--- src/rtl/rx_pkt_reader.sv ---
// -----------------------------------------------------------------------------
// rx_pkt_reader
//   Drains received packets out of the RX payload RAM. One {start addr, size}
//   descriptor is popped from a show-ahead descriptor FIFO. The controller then
//   issues 1-cycle-latency RAM reads with wrap-around addressing. The returned
//   bytes go out on a valid/ready stream with a last flag. A 2-entry skid buffer,
//   together with read credit, keeps every byte safe under any backpressure.
//
//   Optional feature macro: RX_PKT_READER_GAP_EN
//     defined   -> a GAP state of GAP_CYCLES idle cycles follows each packet
//     undefined -> DRAIN returns straight to IDLE (GAP_CYCLES does not exist)
//
// Ports
//   clk_in, rst_in          clock, synchronous active-high reset
//   desc_empty_in           descriptor FIFO empty
//   desc_addr_in/size_in    head descriptor (start address, byte count)
//   desc_rd_en              descriptor pop, 1-cycle pulse
//   mem_rd_en/mem_rd_addr   RAM read strobe and address
//   mem_rd_data_in          RAM data, valid the cycle after mem_rd_en
//   m_data/m_valid/m_last   output stream, m_last qualified by m_valid
//   m_ready_in              downstream ready
//   busy                    controller not in IDLE
//   stat_pkt_out_cnt        delivered packets, saturating at MAX_PACKET_CNT_VAL
// -----------------------------------------------------------------------------
module rx_pkt_reader #(
  parameter int ADDR_WIDTH         = 8,
  parameter int DATA_WIDTH         = 8,
  parameter int G_MEM_SIZE         = 256,
  parameter int MAX_PACKET_CNT_VAL = 20
`ifdef RX_PKT_READER_GAP_EN
  ,
  parameter int GAP_CYCLES         = 4
`endif
) (
  input  logic                  clk_in,
  input  logic                  rst_in,
  input  logic                  desc_empty_in,
  input  logic [ADDR_WIDTH-1:0] desc_addr_in,
  input  logic [7:0]            desc_size_in,
  output logic                  desc_rd_en,
  output logic                  mem_rd_en,
  output logic [ADDR_WIDTH-1:0] mem_rd_addr,
  input  logic [DATA_WIDTH-1:0] mem_rd_data_in,
  output logic [DATA_WIDTH-1:0] m_data,
  output logic                  m_valid,
  output logic                  m_last,
  input  logic                  m_ready_in,
  output logic                  busy,
  output logic [15:0]           stat_pkt_out_cnt
);

`ifdef RX_PKT_READER_GAP_EN
  typedef enum logic [1:0] {S_IDLE, S_STREAM, S_DRAIN, S_GAP} state_t;
  localparam int GAP_W = (GAP_CYCLES > 1) ? $clog2(GAP_CYCLES) : 1;
`else
  typedef enum logic [1:0] {S_IDLE, S_STREAM, S_DRAIN} state_t;
`endif

  function automatic logic [ADDR_WIDTH-1:0] wrap_inc(input logic [ADDR_WIDTH-1:0] a);
    if (a == ADDR_WIDTH'(G_MEM_SIZE - 1)) return '0;
    return a + ADDR_WIDTH'(1);
  endfunction

  function automatic logic [15:0] sat_inc(input logic [15:0] c);
    if (c >= 16'(MAX_PACKET_CNT_VAL)) return c;
    return c + 16'd1;
  endfunction

  state_t                state, state_nx;
  logic [ADDR_WIDTH-1:0] rd_ptr;
  logic [7:0]            remaining;
  logic                  vld_p1;
  logic                  last_p1;
  logic [DATA_WIDTH-1:0] skid_data [2];
  logic [1:0]            skid_last;
  logic [1:0]            occ;
  logic                  head;
  logic                  credit_ok;
  logic                  hs;
  logic                  skid_push;
  logic                  skid_pop;
  logic                  wr_idx;
  logic                  pkt_done;
  logic [DATA_WIDTH-1:0] head_data;
  logic                  head_last;
`ifdef RX_PKT_READER_GAP_EN
  logic [GAP_W-1:0]      gap_cnt;
  logic                  gap_done;

  assign gap_done = (gap_cnt == GAP_W'(GAP_CYCLES - 1));
`endif

  // Every issued read owns a skid slot until it is consumed. The returning
  // beat (vld_p1) counts as occupied, so 2 outstanding items is the ceiling.
  assign credit_ok = (({1'b0, occ} + {2'b00, vld_p1}) < 3'd2);

  // Stage p1 -> stream: an empty skid forwards the returning RAM word
  // directly, so the first byte appears one cycle after its read.
  assign head_data = (occ != 2'd0) ? skid_data[head] : mem_rd_data_in;
  assign head_last = (occ != 2'd0) ? skid_last[head] : last_p1;
  assign m_valid   = (occ != 2'd0) | vld_p1;
  assign m_data    = m_valid ? head_data : '0;
  assign m_last    = m_valid & head_last;
  assign hs        = m_valid & m_ready_in;
  assign pkt_done  = (state == S_DRAIN) & hs & m_last;

  // A returning word enters the skid unless it leaves through the bypass.
  assign skid_pop  = hs & (occ != 2'd0);
  assign skid_push = vld_p1 & ~(hs & (occ == 2'd0));
  assign wr_idx    = head ^ occ[0];

  assign busy        = (state != S_IDLE);
  assign mem_rd_addr = mem_rd_en ? rd_ptr : '0;

  always_ff @(posedge clk_in) begin
    if (rst_in) state <= S_IDLE;
    else        state <= state_nx;
  end

  always_comb begin
    state_nx = state;
    case (state)
      S_IDLE:   if (desc_rd_en && desc_size_in != 8'd0) state_nx = S_STREAM;
      S_STREAM: if (mem_rd_en && remaining == 8'd1)     state_nx = S_DRAIN;
`ifdef RX_PKT_READER_GAP_EN
      S_DRAIN:  if (pkt_done) state_nx = S_GAP;
      S_GAP:    if (gap_done) state_nx = S_IDLE;
`else
      S_DRAIN:  if (pkt_done) state_nx = S_IDLE;
`endif
      default:  state_nx = S_IDLE;
    endcase
  end

  // Pops and reads are suppressed during reset. A descriptor taken then would
  // otherwise be lost without ever being streamed.
  always_comb begin
    desc_rd_en = 1'b0;
    mem_rd_en  = 1'b0;
    case (state)
      S_IDLE:   desc_rd_en = ~desc_empty_in & ~rst_in;
      S_STREAM: mem_rd_en  = credit_ok & ~rst_in;
      default:  ;
    endcase
  end

  always_ff @(posedge clk_in) begin
    if (rst_in) begin
      vld_p1           <= 1'b0;
      occ              <= 2'd0;
      head             <= 1'b0;
      stat_pkt_out_cnt <= 16'd0;
`ifdef RX_PKT_READER_GAP_EN
      gap_cnt          <= '0;
`endif
    end else begin
      vld_p1 <= mem_rd_en;
      occ    <= occ + {1'b0, skid_push} - {1'b0, skid_pop};
      if (skid_pop) head <= ~head;
      if (pkt_done) stat_pkt_out_cnt <= sat_inc(stat_pkt_out_cnt);
`ifdef RX_PKT_READER_GAP_EN
      if (state == S_GAP) gap_cnt <= gap_cnt + GAP_W'(1);
      else                gap_cnt <= '0;
`endif
    end
  end

  // Stage p0 -> p1: the read address is issued, and the last flag follows the read.
  always_ff @(posedge clk_in) begin
    if (desc_rd_en) begin
      rd_ptr    <= desc_addr_in;
      remaining <= desc_size_in;
    end else if (mem_rd_en) begin
      rd_ptr    <= wrap_inc(rd_ptr);
      remaining <= remaining - 8'd1;
    end
    last_p1 <= mem_rd_en & (remaining == 8'd1);
    if (skid_push) begin
      skid_data[wr_idx] <= mem_rd_data_in;
      skid_last[wr_idx] <= last_p1;
    end
  end

endmodule

--- config.mk ---
export PLATFORM = sky130hd
export DESIGN_NAME = rx_pkt_reader
export DESIGN_NICKNAME = d
export VERILOG_FILES = /design/src/rtl/rx_pkt_reader.sv
export SDC_FILE = /design/constraint.sdc
export NUM_CORES = 1
export LEC_CHECK = 0
export ABC_AREA = 1
export BUFFER_PORTS_ARGS = -buffer_cell sky130_fd_sc_hd__buf_4
export CORE_UTILIZATION = 54
export DETAILED_ROUTE_END_ITERATION = 7
export PLACE_DENSITY_LB_ADDON = 0.25
export SLEW_MARGIN = 20
export SYNTH_ARGS = -nofsm -noshare
export SYNTH_HDL_FRONTEND = slang
export SYNTH_SLANG_ARGS = --single-unit
--- constraint.sdc ---
create_clock -name clk_in -period 2.2 [get_ports clk_in]
set_input_delay 0.22 -clock clk_in [delete_from_list [all_inputs] [get_ports clk_in]]
set_output_delay 0.22 -clock clk_in [all_outputs]
set_load 0.05 [all_outputs]
==> metrics.cfg, run 1 <==
[cts]
clk_path_buf_depth = 2
cts.hold.buffers_added = 0
clk_latency_ns = 0.33
numCtsBuffers = 9
cts.sinks = 58
h-tree-depth = 3
cts_resized = 0
tritoncts = done
path_clk_slew_ns = 0.06
postCtsSetupRepairBufs = 0
clk_root_buffer_cell = clkbuf_8

[detailed_routing]
avgViaCountPerCell = 5.01
first_pass_iters = 4
finalWirelength_mm = 5.92
initialDrtViolationCount = 121
vias = 2359
drc = 0
ant_nets = 0
wl_per_cell_um = 12.6

[sta]
setup_viol = 0
rsz0062_at_grt = no
skew_ns = 0.00639
final.setup.tns_ns = 0
finalMaxSlewViolations = 0
worst_slew_pin_slew_ns = 0.460
finalCriticalPeriod_ns = 1.99
fmax_ghz = 0.502
hold_viol = 0
final.period_utilization_pct = 90.5
max_slew_margin_pct = 69.3

[finish]
fillers = 410
multiInputGateArea_sq_um = 1110
n_antenna_cell = 0
seqCellArea_sq_um = 1500
syn_to_final_growth_pct = 26.5
design_area_sq_um = 3660
layout.nets = 431
drive_gt1_share_pct = 25.7

[critical_path]
ff2ff_setup_slack_ns = 0.30
slowest_stage = inv_1
worst_r2r_startpoint = occ[0]
max_stage_delay_ns = 0.42
cp_max_fo = 17
path_class = reg2out
path_buf_inv = 2
cp-endpoint = desc_rd_en
crit_start = state[0]
path_delay_family = buffers and inverters
worstPathRequired_ns = 1.98
startpoint_type = register
crit_arrival_ns = 1.77
ff2ff_path_depth = 9
r2r-end = occ[1]
crit_path_end_kind = output pin
cp.depth = 4
worstPathCellList = nor2_1, nand2_2, inv_1, buf_4

[synthesis]
synthSimpleGateAreaFrac_pct = 18.9
syn_inst = 323
ys_ff_latch = 58
syn_area_sq_um = 2890
synth_xor_area_share_pct = 3.33
synthMuxAreaShare_pct = 3.12
synth_fp_nets = 358
synth.distinct_cells = 30
synth_top_family_by_area = simple AND/OR/NAND/NOR gates
synth_fa_ha_area_share_pct = 3.03
synth_compound_area_share_pct = 10.1
yosysWarnings = 0
avgSynthCellArea_sq_um = 8.95
ys_seq_area_share_pct = 51.9

[floorplanning]
rows = 26
io_pins = 65
die_area_sq_um = 5650
die_y_um = 75.2
coreArea_sq_um = 5140
start_util_pct = 56.2
die_w_um = 75.2

[place]
io_buffers = 64
placed_area_sq_um = 3450
dpl.hpwl_mm = 4.22
gp_congestion = 0.837

[global_route]
grt_pass1_vias = 2143
grt_pass1_wl_mm = 9.47
antenna_found_initial = 0
grt_overflow = 0
grt_max_degree = 22
grtUsageTotal_pct = 23.0

[worst_hold_path]
holdCritPathClass = in2reg
holdPathStages = 1

[run]
cap_violations = 0

[power_and_ir_drop]
ir_drop_mv = 0.624
p_leak_nw = 1.69
power_density_nw_per_um2 = 1010

[outcome]
status = finished clean

[layer usage]
layer,share of wire [%],global-route usage (%),vias up
li1,-,-,1182
met1,42,27.9,1097
met2,49,37.8,68
met3,6.7,7.23,12
met4,2.0,10.1,0
met5,0,0,-
[sequential cells by signal, indices dropped and copies added, names as in the netlist, named ones only]
signal / flops
skid_data: 16
stat_pkt_out_cnt: 16
rd_ptr: 8
remaining: 8
occ: 2
skid_last: 2
state: 2
head: 1
last_p1: 1
vld_p1: 1
[cells in the mapped netlist]
cell type / count / area, sq um
inv_1: 60 / 225
nor2_1: 47 / 176
nand2_1: 46 / 173
edfxtp_1: 34 / 1020
dfxtp_1: 24 / 480
o21ai_0: 18 / 90.1
nand3_1: 17 / 85.1
a21oi_1: 16 / 80.1
o21bai_1: 9 / 67.6
mux2_2: 8 / 90.1
xor2_1: 8 / 70.1
ha_1: 7 / 87.6
xnor2_1: 3 / 26.3
a21oi_2: 2 / 17.5
a31oi_1: 2 / 12.5
buf_2: 2 / 10.0
buf_6: 2 / 22.5
clkbuf_1: 2 / 7.51
nand2_2: 2 / 12.5
nand2_4: 2 / 22.5
nand4_1: 2 / 12.5
nor2_2: 2 / 12.5
buf_4: 1 / 7.51
inv_2: 1 / 3.75
nand3_2: 1 / 10.0
nand3_4: 1 / 17.5
nor2_8: 1 / 20.0
nor3_1: 1 / 5.00
o21ai_4: 1 / 16.3
o31ai_1: 1 / 7.51
[cell type report]
cell class	instances	area share, %
Sequential cell	58	41.1
Multi-Input combinational cell	197	30.4
Timing Repair Buffer	69	14.2
Inverter	61	6.26
Clock buffer	9	3.39
Tap cell	70	2.40
Clock inverter	7	2.29
[kinds of logic (layout without fill, tap and decap cells)]
group	after synthesis	after routing
adders and majority gates	7	7
xor gates and xnor gates	11	11
buffers and inverters	68	146
muxes	8	8
DFF	58	58
and+or+nand+nor	122	122
AOI/OAI and AO/OA	49	49
[worst register-to-register path, stage by stage (launching register included)]
cell	delay, ns
dfxtp_1	0.36
inv_1	0.11
nand2_4	0.09
o21ai_0	0.29
ha_1	0.30
inv_1	0.06
ha_1	0.15
xor2_1	0.23
o21ai_0	0.14
a21oi_1	0.12
[how the worst min path moves through the flow]
stage	start	end	slack [ns]
after global placement	mem_rd_data_in[6]	skid_data[0][6]	0.42
final	mem_rd_data_in[1]	skid_data[1][1]	0.08
after CTS	mem_rd_data_in[1]	skid_data[1][1]	0.07
after floorplan	mem_rd_data_in[0]	skid_data[0][0]	0.32
after detailed placement	mem_rd_data_in[1]	skid_data[0][1]	0.42
after global routing	mem_rd_data_in[6]	skid_data[0][6]	0.07
[power breakdown]
group	total, mW	internal, mW	switching (mW)
registers	1.33	1.25	0.0859
logic	1.34	0.456	0.889
clock network	1.03	0.623	0.404
total	3.70	2.33	1.38
[cell usage in the layout (no fill, tap or decap), types with 7 or more instances in the layout]
cell type | netlist | routed
buf_4 | 1 | 69
inv_1 | 60 | 60
nor2_1 | 47 | 47
nand2_1 | 46 | 46
edfxtp_1 | 34 | 34
dfxtp_1 | 24 | 24
o21ai_0 | 18 | 18
nand3_1 | 17 | 17
a21oi_1 | 16 | 16
o21bai_1 | 9 | 9
clkbuf_8 | 0 | 9
xor2_1 | 8 | 8
mux2_2 | 8 | 8
ha_1 | 7 | 7
[stage by stage]
step | instances | setup slack, ns | total power [mW] | util (%) | hold slack (ns)
4_1_cts | 471 | 0.207 | 3.73 | 71.1 | 0.0656
3_3_place_gp | 455 | 0.487 | 2.67 | 67.1 | 0.419
3_5_place_dp | 455 | 0.395 | 2.69 | 67.1 | 0.419
6_report | 471 | 0.210 | 3.70 | 71.1 | 0.0812
2_1_floorplan | 323 | 0.0602 | 2.34 | - | 0.319
5_1_grt | 471 | 0.107 | 3.90 | 71.1 | 0.0651
No activity file was read; power rests on OpenSTA's default activity.
==> run 2: changes to the inputs <==
--- a/config.mk
+++ b/config.mk
@@ -8,8 +8,10 @@
 export ABC_AREA = 1
 export BUFFER_PORTS_ARGS = -buffer_cell sky130_fd_sc_hd__buf_4
 export CORE_UTILIZATION = 54
+export CTS_CLUSTER_SIZE = 8
 export DETAILED_ROUTE_END_ITERATION = 7
 export PLACE_DENSITY_LB_ADDON = 0.25
+export RECOVER_POWER = 25
 export SLEW_MARGIN = 20
 export SYNTH_ARGS = -nofsm -noshare
 export SYNTH_HDL_FRONTEND = slang
==> metrics.cfg, run 2 (same netlist as run 1, synthesis figures left out) <==
[outcome]
status = finished clean

[floorplanning]
start_util_pct = 56.2
die_w_um = 75.2
coreArea_sq_um = 5140
die_area_sq_um = 5650
io_pins = 65
rows = 26
die_y_um = 75.2

[power_and_ir_drop]
power_density_nw_per_um2 = 1020
p_int_mw = 2.32
p_sw_mw = 1.38
ir_drop_mv = 0.625
p_seq_share_pct = 36.0
p_leak_nw = 1.65
p_comb_share_pct = 36.2
switching_share_pct = 37.3
p_clk_share_pct = 27.8

[global_route]
grt_max_degree = 22
grt_pass1_wl_mm = 9.47
grt_pass1_vias = 2143
grtUsageTotal_pct = 23.0
antenna_found_initial = 0
grt_overflow = 0

[sta]
hold_ws_ns = 0.122
finalCriticalPeriod_ns = 1.98
fmax_ghz = 0.505
final.period_utilization_pct = 90.0
setup_viol = 0
skew_ns = 0.00543
hold_viol = 0
rsz0062_at_grt = no
worst_slew_pin_slew_ns = 0.587
max_slew_margin_pct = 61.1
final.setup.tns_ns = 0
layout_setup_ws_ns = 0.219
finalMaxSlewViolations = 0

[worst_hold_path]
holdCritPathClass = in2reg

[critical_path]
path_class = reg2out
crit_arrival_ns = 1.76
crit_path_end_kind = output pin
cp_max_fo = 17
startpoint_type = register
worstPathRequired_ns = 1.98

[place]
gp_congestion = 0.837
placed_area_sq_um = 3450
io_buffers = 64
dpl.hpwl_mm = 4.22
pre_cts_slack_ns = 0.395

[cts]
tritoncts = done
numCtsBuffers = 9
cts.sinks = 58
clk_latency_ns = 0.34
clk_path_buf_depth = 2
path_clk_slew_ns = 0.06
clk_root_buffer_cell = clkbuf_8
cts_resized = 0
cts.hold.buffers_added = 0
postCtsSetupRepairBufs = 0
h-tree-depth = 3

[finish]
syn_to_final_growth_pct = 25.2
layout_common_cells = 60 x inv_1, 59 x buf_4, 47 x nor2_1
n_antenna_cell = 0
utilization_pct = 70.4
drive_gt1_share_pct = 23.2
layout.nets = 431
final_common_cell = inv_1
reg_top3 = skid_data (16), stat_pkt_out_cnt (16)
design_area_sq_um = 3620

[detailed_routing]
ant_nets = 0
wl_per_cell_um = 12.5
avgViaCountPerCell = 4.97
initialDrtViolationCount = 100
first_pass_iters = 4
vias = 2342
drc = 0
finalWirelength_mm = 5.91

[run]
cap_violations = 0

run 2: worst paths after layout:
check | startpoint | endpoint | slack [ns] | cells past startpoint
worst max-delay path | state[0] | desc_rd_en | 0.22 | 4
worst min-delay path | mem_rd_data_in[5] | skid_data[1][5] | 0.12 | 1
worst max register to register | occ[0] | occ[1] | 0.30 | 9
worst min register to register | stat_pkt_out_cnt[12] | stat_pkt_out_cnt[12] | 0.44 | 2
run 2: per-stage QoR:
stage,std cells,total power [mW]
floorplan,323,2.34
global route,471,3.89
global placement,455,2.67
finish,471,3.70
detailed placement,455,2.69
CTS,471,3.73
run 2: per-layer routing:
metal | track usage, % | vias to the layer above | wire length [um]
li1 | - | 1180 | -
met1 | 27.9 | 1086 | 2550
met2 | 37.8 | 64 | 2900
met3 | 7.23 | 12 | 338
met4 | 10.1 | 0 | 121
met5 | 0 | - | 0
run 2: critical path: stages, from the launching register on:
cell and delay, ns:
dfxtp_1 0.34, nor2_1 0.17, nand2_2 0.22, inv_1 0.42, buf_4 0.29
run 2: power groups by stage:
stage               Combinational, mW  Clock (mW)  Sequential, mW
global route                     1.46        1.09            1.34
global placement                 1.32           0            1.35
floorplan                        1.02           0            1.31
CTS                              1.35        1.05            1.33
finish                           1.34        1.03            1.33
detailed placement               1.34           0            1.35
run 2: cell type report:
class,instances,area (sq um)
Clock buffer,9,124
Clock inverter,7,83.8
Fill cell,425,1520
Inverter,61,229
Multi-Input combinational cell,197,1110
Sequential cell,58,1500
Tap cell,70,87.6
Timing Repair Buffer,69,480
==> run 3: changes to the inputs <==
--- a/config.mk
+++ b/config.mk
@@ -7,6 +7,7 @@
 export LEC_CHECK = 0
 export ABC_AREA = 1
 export BUFFER_PORTS_ARGS = -buffer_cell sky130_fd_sc_hd__buf_4
+export CORE_MARGIN = 1
 export CORE_UTILIZATION = 54
 export CTS_CLUSTER_SIZE = 8
 export DETAILED_ROUTE_END_ITERATION = 7
==> constraint.sdc (replaced) <==
create_clock -name clk_in -period 1.95 [get_ports clk_in]
set_input_delay 0.195 -clock clk_in [delete_from_list [all_inputs] [get_ports clk_in]]
set_output_delay 0.195 -clock clk_in [all_outputs]
set_load 0.05 [all_outputs]
==> metrics.cfg, run 3 (same netlist as run 1, synthesis figures left out) <==
[cts]
cts.sinks = 58
tritoncts = done
path_clk_slew_ns = 0.06
clk_root_buffer_cell = clkbuf_8
clk_path_buf_depth = 2
h-tree-depth = 3
cts.hold.buffers_added = 0
numCtsBuffers = 9
clk_latency_ns = 0.34

[critical_path]
path_buf_inv = 2
crit_path_end_kind = output pin
crit_arrival_ns = 1.62
max_stage_delay_ns = 0.54
worstPathCellList = mux2_2, o21bai_1, inv_1, buf_4
worstPathRequired_ns = 1.75
cp_max_fo = 8
slowest_stage = dfxtp_1
path_delay_family = flip-flops
startpoint_type = register
path_class = reg2out

[detailed_routing]
avgViaCountPerCell = 4.88
drc = 0
initialDrtViolationCount = 155
ant_nets = 0
wl_per_cell_um = 11.9
vias = 2314
finalWirelength_mm = 5.66
first_pass_iters = 4

[sta]
fmax_ghz = 0.552
worst_slew_pin_slew_ns = 0.588
hold_viol = 0
rsz0062_at_grt = no
final.setup.tns_ns = 0
setup_viol = 0
final.period_utilization_pct = 92.9
skew_ns = 0.00996
finalCriticalPeriod_ns = 1.81
finalMaxSlewViolations = 0
max_slew_margin_pct = 61.0

[place]
dpl.hpwl_mm = 4.13
gp_congestion = 0.792
place_inst = 458
io_buffers = 64

[global_route]
grt_overflow = 0
antenna_found_initial = 0
use_met2_pct = 34.4
grt.busiest_layer = met2
grtUsageTotal_pct = 21.5
use_met1_pct = 27.7
grt_pass1_vias = 2060
grt_max_degree = 22
grt_util_met3_pct = 4.95
grt_pass1_wl_mm = 8.98

[finish]
n_antenna_cell = 0
layout_common_cells = 61 x buf_4, 59 x inv_1, 47 x nor2_1
drive_gt1_share_pct = 24.0
final_common_cell = buf_4
layout.nets = 434
syn_to_final_growth_pct = 25.2
reg_top3 = skid_data (16), stat_pkt_out_cnt (16)
fin_cells = 474

[run]
cap_violations = 0

[power_and_ir_drop]
switching_share_pct = 38.8
p_clk_share_pct = 23.6
ir_drop_mv = 0.734
p_sw_mw = 1.53
p_comb_share_pct = 38.4
p_leak_nw = 1.65
p_seq_share_pct = 38.0
p_int_mw = 2.41
power_density_nw_per_um2 = 1090

[floorplanning]
die_w_um = 75.2
start_util_pct = 56.2
die_y_um = 75.2
die_area_sq_um = 5650
coreArea_sq_um = 5140
rows = 26
io_pins = 65

[worst_hold_path]
holdCritPathClass = in2reg

[outcome]
status = finished clean

-- run 3: power by group through the flow --
stage / registers (mW) / clock network [mW] / logic (mW)
global route: 1.51 / 1.00 / 1.65
detailed placement: 1.52 / 0 / 1.53
finish: 1.50 / 0.930 / 1.52
CTS: 1.50 / 0.945 / 1.53
global placement: 1.52 / 0 / 1.50
floorplan: 1.48 / 0 / 1.16
-- run 3: worst reg2reg max path: cells and delay by family, from the launching register on --
kind,cells,cell delay (ns)
adder cells (fa/ha/maj),2,0.47
AND/OR/NAND/NOR,1,0.13
buffers and inverters,2,0.14
flip-flops,1,0.43
AO/OA/AOI/OAI,3,0.32
XOR/XNOR,1,0.15
-- run 3: repair_timing --
| item | in CTS | in global routing |
|---|---|---|
| resized for setup | 0 | 2 |
| buffers inserted | 0 | 0 |
| setup endpoints to repair | 0 | 2 |
-- run 3: layout make-up --
class                      count  area (sq um)
inverter                      61           233
timing repair buffer          72           515
clock inverter                 3          15.0
clock buffer                  13           149
fill                         419          1520
multi-input combinational    197          1120
tap                           70          87.6
sequential                    58          1500
-- run 3: per-layer routing --
| metal | routed length (um) | part of all wire, % | vias to the layer above |
|---|---|---|---|
| met1 | 2560 | 45 | 1056 |
| met3 | 326 | 5.8 | 10 |
| li1 | - | - | 1188 |
| met5 | 0 | 0 | - |
| met2 | 2680 | 47 | 60 |
| met4 | 104 | 1.8 | 0 |
-- run 3: path summary, 6_finish.rpt --
path	startpoint	endpoint	slack, ns	cells past startpoint
worst max-delay path	register	m_data[0]	0.14	4
worst min-delay path	mem_rd_data_in[7]	skid_data[1][7]	0.09	1
worst max register to register	occ[0]	occ[1]	0.19	9
worst min register to register	stat_pkt_out_cnt[11]	stat_pkt_out_cnt[11]	0.44	2
-- run 3: per-stage QoR --
step                      worst slack (ns)  instance area, sq um  utilization, %  total power [mW]  hold WS, ns
after floorplan                     0.0197                  2900               -              2.64        0.294
after global placement               0.224                  3490            67.9              3.02        0.395
after detailed placement             0.118                  3490            67.9              3.05        0.393
after CTS                           0.0890                  3650            71.1              3.98       0.0457
final                                0.139                  3620            70.4              3.95       0.0874
after global routing                0.0315                  3620            70.4              4.16       0.0916
